`src/rtl/fpu_issue_ctrl_if.sv`:
```
// fpu_issue_ctrl_if: decode-side request and issue/writeback status bundle
// shared by the ID stage (master) and the FP issue controller (slave).
interface fpu_issue_ctrl_if;
  logic       id_fp_valid;
  logic [1:0] id_fp_class;
  logic [4:0] id_fd;
  logic [4:0] id_fs;
  logic [4:0] id_ft;
  logic       id_fs_used;
  logic       id_ft_used;
  logic       id_flush;
  logic       fp_stall;
  logic       fp_issue;
  logic [3:0] issue_unit;
  logic       wb_valid;
  logic [4:0] wb_fd;
  logic [3:0] wb_unit;
  logic       div_busy;

  modport master (
    output id_fp_valid, id_fp_class, id_fd, id_fs, id_ft,
           id_fs_used, id_ft_used, id_flush,
    input  fp_stall, fp_issue, issue_unit, wb_valid, wb_fd, wb_unit, div_busy
  );

  modport slave (
    input  id_fp_valid, id_fp_class, id_fd, id_fs, id_ft,
           id_fs_used, id_ft_used, id_flush,
    output fp_stall, fp_issue, issue_unit, wb_valid, wb_fd, wb_unit, div_busy
  );
endinterface

```
`src/rtl/fpu_issue_ctrl.sv`:
```
// fpu_issue_ctrl: issue scheduler for the pipelined FPU.
// Decides whether the FP op in ID may issue, tracks pending destinations in
// a 32-bit scoreboard, books the single regfile writeback port through a
// shifting reservation table and sequences the iterative divider.
// Optional feature: define FPU_WB_BYPASS_EN to treat a register retiring in
// the current cycle as no longer pending (the datapath forwards the value).
module fpu_issue_ctrl #(
  parameter int ADD_LAT = 2,
  parameter int MUL_LAT = 3,
  parameter int DIV_LAT = 8
) (
  input  logic            clk,
  input  logic            reset,
  fpu_issue_ctrl_if.slave bus
);
  localparam int MAXLAT = DIV_LAT;
  localparam int LW     = $clog2(MAXLAT + 1);
  localparam int CW     = $clog2(DIV_LAT + 1);

  localparam logic [LW-1:0] LAT_SIMPLE = LW'(1);
  localparam logic [LW-1:0] LAT_ADD    = LW'(ADD_LAT);
  localparam logic [LW-1:0] LAT_MUL    = LW'(MUL_LAT);
  localparam logic [LW-1:0] LAT_DIV    = LW'(DIV_LAT);
  localparam logic [CW-1:0] DIV_CNT_INIT = CW'(DIV_LAT - 1);

  localparam logic [3:0] UNIT_SIMPLE = 4'b0001;
  localparam logic [3:0] UNIT_ADD    = 4'b0010;
  localparam logic [3:0] UNIT_MUL    = 4'b0100;
  localparam logic [3:0] UNIT_DIV    = 4'b1000;

  typedef struct packed {
    logic       v;
    logic [4:0] fd;
    logic [3:0] unit;
  } resv_t;

  typedef enum logic {DIV_IDLE, DIV_BUSY} div_state_t;

  resv_t         resv_reg   [MAXLAT];
  resv_t         resv_next  [MAXLAT];
  resv_t         resv_shift [MAXLAT];
  logic [MAXLAT:1] slot_busy;

  logic [31:0]   pend_reg, pend_next;
  logic [31:0]   pend_eff;
  logic [31:0]   wb_dec;

  div_state_t    div_state_reg, div_state_next;
  logic [CW-1:0] div_cnt_reg, div_cnt_next;

  logic [LW-1:0] op_lat;
  logic [3:0]    op_unit;
  logic          consider;
  logic          raw_haz, waw_haz, struct_haz, div_haz, any_haz;
  logic          issue;
  logic          div_start;

  // Latency and execution unit of the op sitting in ID
  always_comb begin
    op_lat  = LAT_SIMPLE;
    op_unit = UNIT_SIMPLE;
    case (bus.id_fp_class)
      2'd0:    begin op_lat = LAT_SIMPLE; op_unit = UNIT_SIMPLE; end
      2'd1:    begin op_lat = LAT_ADD;    op_unit = UNIT_ADD;    end
      2'd2:    begin op_lat = LAT_MUL;    op_unit = UNIT_MUL;    end
      default: begin op_lat = LAT_DIV;    op_unit = UNIT_DIV;    end
    endcase
  end

  // Each slot takes its upper neighbour; the top slot refills empty, which is
  // why a MAXLAT-latency op never meets a structural conflict.
  genvar gi;
  generate
    for (gi = 0; gi < MAXLAT; gi++) begin : g_resv
      if (gi == MAXLAT - 1) begin : g_top
        assign resv_shift[gi]  = '0;
        assign slot_busy[gi+1] = 1'b0;
      end else begin : g_mid
        assign resv_shift[gi]  = resv_reg[gi+1];
        assign slot_busy[gi+1] = resv_reg[gi+1].v;
      end
    end
  endgenerate

  // Writeback-retiring register decode, used to clear (and optionally bypass) the scoreboard
  assign wb_dec = resv_reg[0].v ? (32'd1 << resv_reg[0].fd) : 32'd0;

`ifdef FPU_WB_BYPASS_EN
  assign pend_eff = pend_reg & ~wb_dec;
`else
  assign pend_eff = pend_reg;
`endif

  // Hazard detection is only meaningful for a live, unflushed op out of reset
  assign consider   = reset & bus.id_fp_valid & ~bus.id_flush;
  assign raw_haz    = (pend_eff[bus.id_fs] & bus.id_fs_used) |
                      (pend_eff[bus.id_ft] & bus.id_ft_used);
  assign waw_haz    = pend_eff[bus.id_fd];
  assign struct_haz = slot_busy[op_lat];
  assign div_haz    = (bus.id_fp_class == 2'd3) & (div_state_reg == DIV_BUSY);
  assign any_haz    = raw_haz | waw_haz | struct_haz | div_haz;
  assign issue      = consider & ~any_haz;
  assign div_start  = issue & (bus.id_fp_class == 2'd3);

  assign bus.fp_stall   = consider & any_haz;
  assign bus.fp_issue   = issue;
  assign bus.issue_unit = issue ? op_unit : 4'b0000;

  assign bus.wb_valid = resv_reg[0].v;
  assign bus.wb_fd    = resv_reg[0].fd;
  assign bus.wb_unit  = resv_reg[0].unit;
  assign bus.div_busy = (div_state_reg == DIV_BUSY);

  // Next reservation table: shift toward slot 0, book slot L-1 for an issuing op
  always_comb begin
    for (int i = 0; i < MAXLAT; i++) begin
      resv_next[i] = resv_shift[i];
      if (issue && (op_lat == LW'(i + 1))) begin
        resv_next[i] = {1'b1, bus.id_fd, op_unit};
      end
    end
  end

  // Next scoreboard: retire the writeback register, a new issue wins on collision
  always_comb begin
    pend_next = pend_reg & ~wb_dec;
    if (issue) begin
      pend_next = pend_next | (32'd1 << bus.id_fd);
    end
  end

  // Reservation table and scoreboard registers
  always_ff @(posedge clk) begin
    if (!reset) begin
      for (int i = 0; i < MAXLAT; i++) begin
        resv_reg[i] <= '0;
      end
      pend_reg <= '0;
    end else begin
      for (int i = 0; i < MAXLAT; i++) begin
        resv_reg[i] <= resv_next[i];
      end
      pend_reg <= pend_next;
    end
  end

  // Divider sequencer: busy for DIV_LAT-1 cycles after issue, so a new DIV
  // can issue in the same cycle the previous one writes back
  always_comb begin
    div_state_next = div_state_reg;
    div_cnt_next   = div_cnt_reg;
    case (div_state_reg)
      DIV_IDLE: begin
        if (div_start) begin
          div_cnt_next   = DIV_CNT_INIT;
          div_state_next = (DIV_CNT_INIT != '0) ? DIV_BUSY : DIV_IDLE;
        end
      end
      DIV_BUSY: begin
        div_cnt_next = div_cnt_reg - CW'(1);
        if (div_cnt_reg == CW'(1)) begin
          div_state_next = DIV_IDLE;
        end
      end
      default: begin
        div_state_next = DIV_IDLE;
        div_cnt_next   = '0;
      end
    endcase
  end

  // Divider state register
  always_ff @(posedge clk) begin
    if (!reset) begin
      div_state_reg <= DIV_IDLE;
      div_cnt_reg   <= '0;
    end else begin
      div_state_reg <= div_state_next;
      div_cnt_reg   <= div_cnt_next;
    end
  end
endmodule

```
`src/flat_wrapper.sv`:
```
// flat-port wrapper written by rule: the top's interface ports become plain ports
module fpu_issue_ctrl_flat 
#(
  parameter int ADD_LAT = 2,
  parameter int MUL_LAT = 3,
  parameter int DIV_LAT = 8
)
  (clk, reset, bus_id_fp_valid, bus_id_fp_class, bus_id_fd, bus_id_fs, bus_id_ft, bus_id_fs_used, bus_id_ft_used, bus_id_flush, bus_fp_stall, bus_fp_issue, bus_issue_unit, bus_wb_valid, bus_wb_fd, bus_wb_unit, bus_div_busy);
  fpu_issue_ctrl_if bus_i ();
  input  logic clk;
  input  logic reset;
  input wire logic [$bits(bus_i.id_fp_valid)-1:0] bus_id_fp_valid;
  input wire logic [$bits(bus_i.id_fp_class)-1:0] bus_id_fp_class;
  input wire logic [$bits(bus_i.id_fd)-1:0] bus_id_fd;
  input wire logic [$bits(bus_i.id_fs)-1:0] bus_id_fs;
  input wire logic [$bits(bus_i.id_ft)-1:0] bus_id_ft;
  input wire logic [$bits(bus_i.id_fs_used)-1:0] bus_id_fs_used;
  input wire logic [$bits(bus_i.id_ft_used)-1:0] bus_id_ft_used;
  input wire logic [$bits(bus_i.id_flush)-1:0] bus_id_flush;
  output wire logic [$bits(bus_i.fp_stall)-1:0] bus_fp_stall;
  output wire logic [$bits(bus_i.fp_issue)-1:0] bus_fp_issue;
  output wire logic [$bits(bus_i.issue_unit)-1:0] bus_issue_unit;
  output wire logic [$bits(bus_i.wb_valid)-1:0] bus_wb_valid;
  output wire logic [$bits(bus_i.wb_fd)-1:0] bus_wb_fd;
  output wire logic [$bits(bus_i.wb_unit)-1:0] bus_wb_unit;
  output wire logic [$bits(bus_i.div_busy)-1:0] bus_div_busy;
  assign bus_i.id_fp_valid = bus_id_fp_valid;
  assign bus_i.id_fp_class = bus_id_fp_class;
  assign bus_i.id_fd = bus_id_fd;
  assign bus_i.id_fs = bus_id_fs;
  assign bus_i.id_ft = bus_id_ft;
  assign bus_i.id_fs_used = bus_id_fs_used;
  assign bus_i.id_ft_used = bus_id_ft_used;
  assign bus_i.id_flush = bus_id_flush;
  assign bus_fp_stall = bus_i.fp_stall;
  assign bus_fp_issue = bus_i.fp_issue;
  assign bus_issue_unit = bus_i.issue_unit;
  assign bus_wb_valid = bus_i.wb_valid;
  assign bus_wb_fd = bus_i.wb_fd;
  assign bus_wb_unit = bus_i.wb_unit;
  assign bus_div_busy = bus_i.div_busy;
  fpu_issue_ctrl #(.ADD_LAT(ADD_LAT), .MUL_LAT(MUL_LAT), .DIV_LAT(DIV_LAT)) u_core (.clk(clk), .reset(reset), .bus(bus_i));
endmodule
```
`config.mk`:
```
export PLATFORM = sky130hd
export DESIGN_NAME = fpu_issue_ctrl_flat
export DESIGN_NICKNAME = d
export VERILOG_FILES = /design/src/rtl/fpu_issue_ctrl_if.sv /design/src/rtl/fpu_issue_ctrl.sv /design/src/flat_wrapper.sv
export SDC_FILE = /design/constraint.sdc
export NUM_CORES = 1
export LEC_CHECK = 0
export CAP_MARGIN = 10
export CORE_AREA = 2 2 83 124
export DETAILED_ROUTE_END_ITERATION = 10
export DIE_AREA = 0 0 85 126
export PLACE_DENSITY = 0.71
export REMOVE_ABC_BUFFERS = 1
export SYNTH_ARGS = -nofsm -noshare
export SYNTH_HDL_FRONTEND = slang
export SYNTH_SLANG_ARGS = --single-unit
```
`constraint.sdc`:
```
create_clock -name clk -period 8.1 [get_ports clk]
set_clock_uncertainty 0.05 [all_clocks]
set_input_delay 1.62 -clock clk [delete_from_list [all_inputs] [get_ports clk]]
set_output_delay 1.62 -clock clk [all_outputs]
set_load 0.05 [all_outputs]
```
==> impl_metrics.py <==
metrics = {
    "drt": {
        "vias": 3830,
        "drtIter0Drc": 296,
        "first_pass_iters": 5,
        "drc": 0,
        "ant_nets": 0,
        "wl_um": 12460,
        "routedWlPerCell_um": 19.53,
        "routed_via_density": 6.003,
    },
    "global_routing": {
        "grt_max_degree": 118,
        "antenna_found_initial": 0,
        "grt_pass1_vias": 3925,
        "grt_pass1_wl_um": 20040,
        "grtUsageTotal_pct": 24.26,
        "globalRouteOverflowTotal": 0,
    },
    "placed_design": {
        "dp_slack_ns": 1.189,
        "place_hpwl_um": 8680,
        "io_buffers": 39,
        "place.gp.congestion": 0.9512,
        "place_inst": 606,
    },
    "final_layout": {
        "regArea_um2": 2342,
        "drive_gt1_share_pct": 12.43,
        "largest_reg_flops": 80,
        "diodes": 0,
        "fillers": 789,
        "postLayoutCoreUtil_pct": 62.78,
        "synthToLayoutAreaGrowth_pct": 17.02,
        "nets": 543,
        "multi_input_area_um2": 2517,
        "fin_cells": 638,
    },
    "critical_path": {
        "r2r_start": "u_core.pend_eff[27]$_SDFF_PN0_",
        "reg2reg_depth": 8,
        "setup.worst_path.end": "bus_fp_issue",
        "cp-start-kind": "primary input",
        "r2r-end": "u_core.pend_eff[16]$_SDFF_PN0_",
        "crit_type": "in2out",
        "critPathArrivalTime_ns": 5.23,
        "end_kind": "output port",
        "crit_path_start": "bus_id_fd[0]",
        "worstPathRequired_ns": 6.43,
        "cp_max_fo": 14,
        "rrSetupSlack_ns": 5.24,
    },
    "timing": {
        "fmax_mhz": 145.0,
        "relSlewSlack_pct": 34.58,
        "rsz0062_at_grt": "false",
        "finalMaxSlewViolations": 0,
        "timing.final.ws_setup_ns": 1.201,
        "max_slew.worst_pin.slew_ns": 0.9814,
        "final-setup-viol-count": 0,
        "finalHoldViolCount": 0,
        "finalCritPeriodShare_pct": 85.17,
        "fin_setup_tns_ns": 0,
        "fin_crit_ns": 6.899,
    },
    "cts": {
        "cts_resized": 0,
        "clock_sinks": 117,
        "clk_latency_ns": 0.40,
        "cts_tree": "done",
        "cts_buffers": 17,
        "clkTransAtPathRegs_ns": 0.05,
        "post_cts_buffers": 0,
        "cts_hold_buf": 0,
        "clockRootBuffer": "clkbuf_16",
        "h-tree-depth": 4,
        "cts.path.max_buffers": 2,
    },
    "logic_synthesis": {
        "synth.distinct_cells": 37,
        "ys.flop_type": "dfxtp_1",
        "synth_seq_cells": 117,
        "ys_warn_count": 0,
        "synth_edf_count": 0,
        "netlist_area_um2": 5169,
        "seq_area_frac_synth_pct": 45.32,
        "synthArstFlopShare_pct": 0,
        "syn_area_per_cell_um2": 10.46,
        "syn_inst": 494,
    },
    "pwr": {
        "p_leak_nw": 2.467,
        "cellPowerDensity_nw_per_um2": 228.6,
        "ir_drop_v": 0.0002062,
    },
    "outcome": {
        "outcome": "completed",
    },
    "min_path": {
        "worst_hold_path_type": "reg2reg",
    },
    "floorplan": {
        "die_x_um": 85,
        "io_pins": 40,
        "die_area_um2": 10710,
        "die-height_um": 126,
        "core.rowCount": 44,
        "coreArea_um2": 9634,
        "initial_core_util_pct": 53.65,
    },
    "flow_run": {
        "maxCapViolCount": 0,
    },
}
## worst min-delay path by stage
stage               cells past startpoint  slack, ns                                 to                         startpoint
finish                                  1       0.38  u_core.resv_reg[0][53]$_SDFF_PN0_  u_core.resv_reg[0][63]$_SDFF_PN0_
global route                            1       0.39  u_core.resv_reg[0][31]$_SDFF_PN0_  u_core.resv_reg[0][41]$_SDFF_PN0_
CTS                                     1       0.38  u_core.resv_reg[0][39]$_SDFF_PN0_  u_core.resv_reg[0][49]$_SDFF_PN0_
detailed placement                      1       0.37  u_core.resv_reg[0][39]$_SDFF_PN0_  u_core.resv_reg[0][49]$_SDFF_PN0_
global placement                        1       0.36  u_core.resv_reg[0][47]$_SDFF_PN0_  u_core.resv_reg[0][57]$_SDFF_PN0_
floorplan                               1       0.36  u_core.resv_reg[0][30]$_SDFF_PN0_  u_core.resv_reg[0][40]$_SDFF_PN0_
## through the flow
step | hold WS [ns] | power (mW) | instance area (um^2)
4_1_cts | 0.3788 | 1.393 | 6048
2_1_floorplan | 0.3618 | 0.6289 | 4908
3_3_place_gp | 0.3634 | 0.6722 | 5468
6_report | 0.3754 | 1.382 | 6048
3_5_place_dp | 0.3692 | 0.6738 | 5468
5_1_grt | 0.3921 | 1.428 | 6048
## cells by family (layout without fill, tap and decap cells)
| group | after synthesis | in the layout | synth area share (%) |
|---|---|---|---|
| AND/OR/NAND/NOR | 152 | 152 | 15.11 |
| flip-flops | 117 | 117 | 45.32 |
| AO/OA/AOI/OAI | 88 | 88 | 12.81 |
| multiplexers | 66 | 66 | 18.20 |
| buffers and inverters | 60 | 89 | 5.979 |
| adder cells (fa/ha/maj) | 10 | 10 | 2.421 |
| XOR/XNOR | 1 | 1 | 0.1695 |
## placed cells by master, fill, tap and decap left out, types with 4 or more instances in the layout
cell,netlist,routed
ha_1,10,10
and2_1,45,45
mux2_2,4,4
o41ai_1,7,7
nand3_1,8,8
a31oi_1,4,4
o31ai_1,24,24
mux4_2,22,22
dfxtp_1,117,117
clkbuf_16,0,17
o211ai_1,26,26
inv_1,13,13
clkbuf_1,24,4
o21ai_0,6,6
clkdlybuf4s50_1,0,35
mux2i_1,40,40
and3_1,12,12
o311ai_0,9,9
nor2b_1,9,9
nor2_1,13,13
nand2_1,56,56
a21oi_1,6,6
buf_4,11,8
## metal layers
layer	vias to the layer above	wire (um)	track usage, %
li1	1811	-	-
met1	1861	4893	26.87
met2	130	6541	43.06
met3	28	582	5.439
met4	0	440	11.86
met5	-	0	0
## cell type report
class,instances,area share (%)
sequential,117,38.73
clock inverter,8,1.634
timing repair buffer,44,6.868
clock buffer,24,7.964
tap,115,2.379
multi-input combinational,317,41.62
inverter,13,0.8068
## power by group
| part | switching (mW) | leakage [nW] | internal [mW] | total, mW |
|---|---|---|---|---|
| Clock | 0.245 | 0.280 | 0.475 | 0.720 |
| Combinational | 0.0492 | 1.24 | 0.0293 | 0.0784 |
| Sequential | 0.00368 | 0.943 | 0.580 | 0.584 |
| Total | 0.297 | 2.47 | 1.08 | 1.38 |
## critical path, cell delays in order
cell	delay (ns)
clkdlybuf4s50_1	0.92
mux4_2	0.58
mux2_2	0.27
nand3_1	0.08
o311a_1	0.18
and3b_1	0.33
nand3_2	0.23
inv_1	0.18
clkdlybuf4s50_1	0.82
## Yosys cell counts, drive strengths merged, types with 2 or more instances
cell type / instances / area (um^2)
dfxtp: 117 / 2342
nand2: 56 / 210.2
and2: 45 / 281.5
mux2i: 40 / 400.4
o211ai: 26 / 195.2
clkbuf: 24 / 90.09
o31ai: 24 / 180.2
buf: 23 / 170.2
mux4: 22 / 495.5
inv: 13 / 48.80
nor2: 13 / 48.80
and3: 12 / 75.07
ha: 10 / 125.1
nand3: 9 / 50.05
nor2b: 9 / 56.30
o311ai: 9 / 78.83
o41ai: 8 / 77.58
a21oi: 6 / 30.03
o21ai: 6 / 30.03
a31oi: 4 / 25.02
mux2: 4 / 45.04
nand2b: 3 / 18.77
o311a: 2 / 20.02
Power figures use the tool's default switching activity.
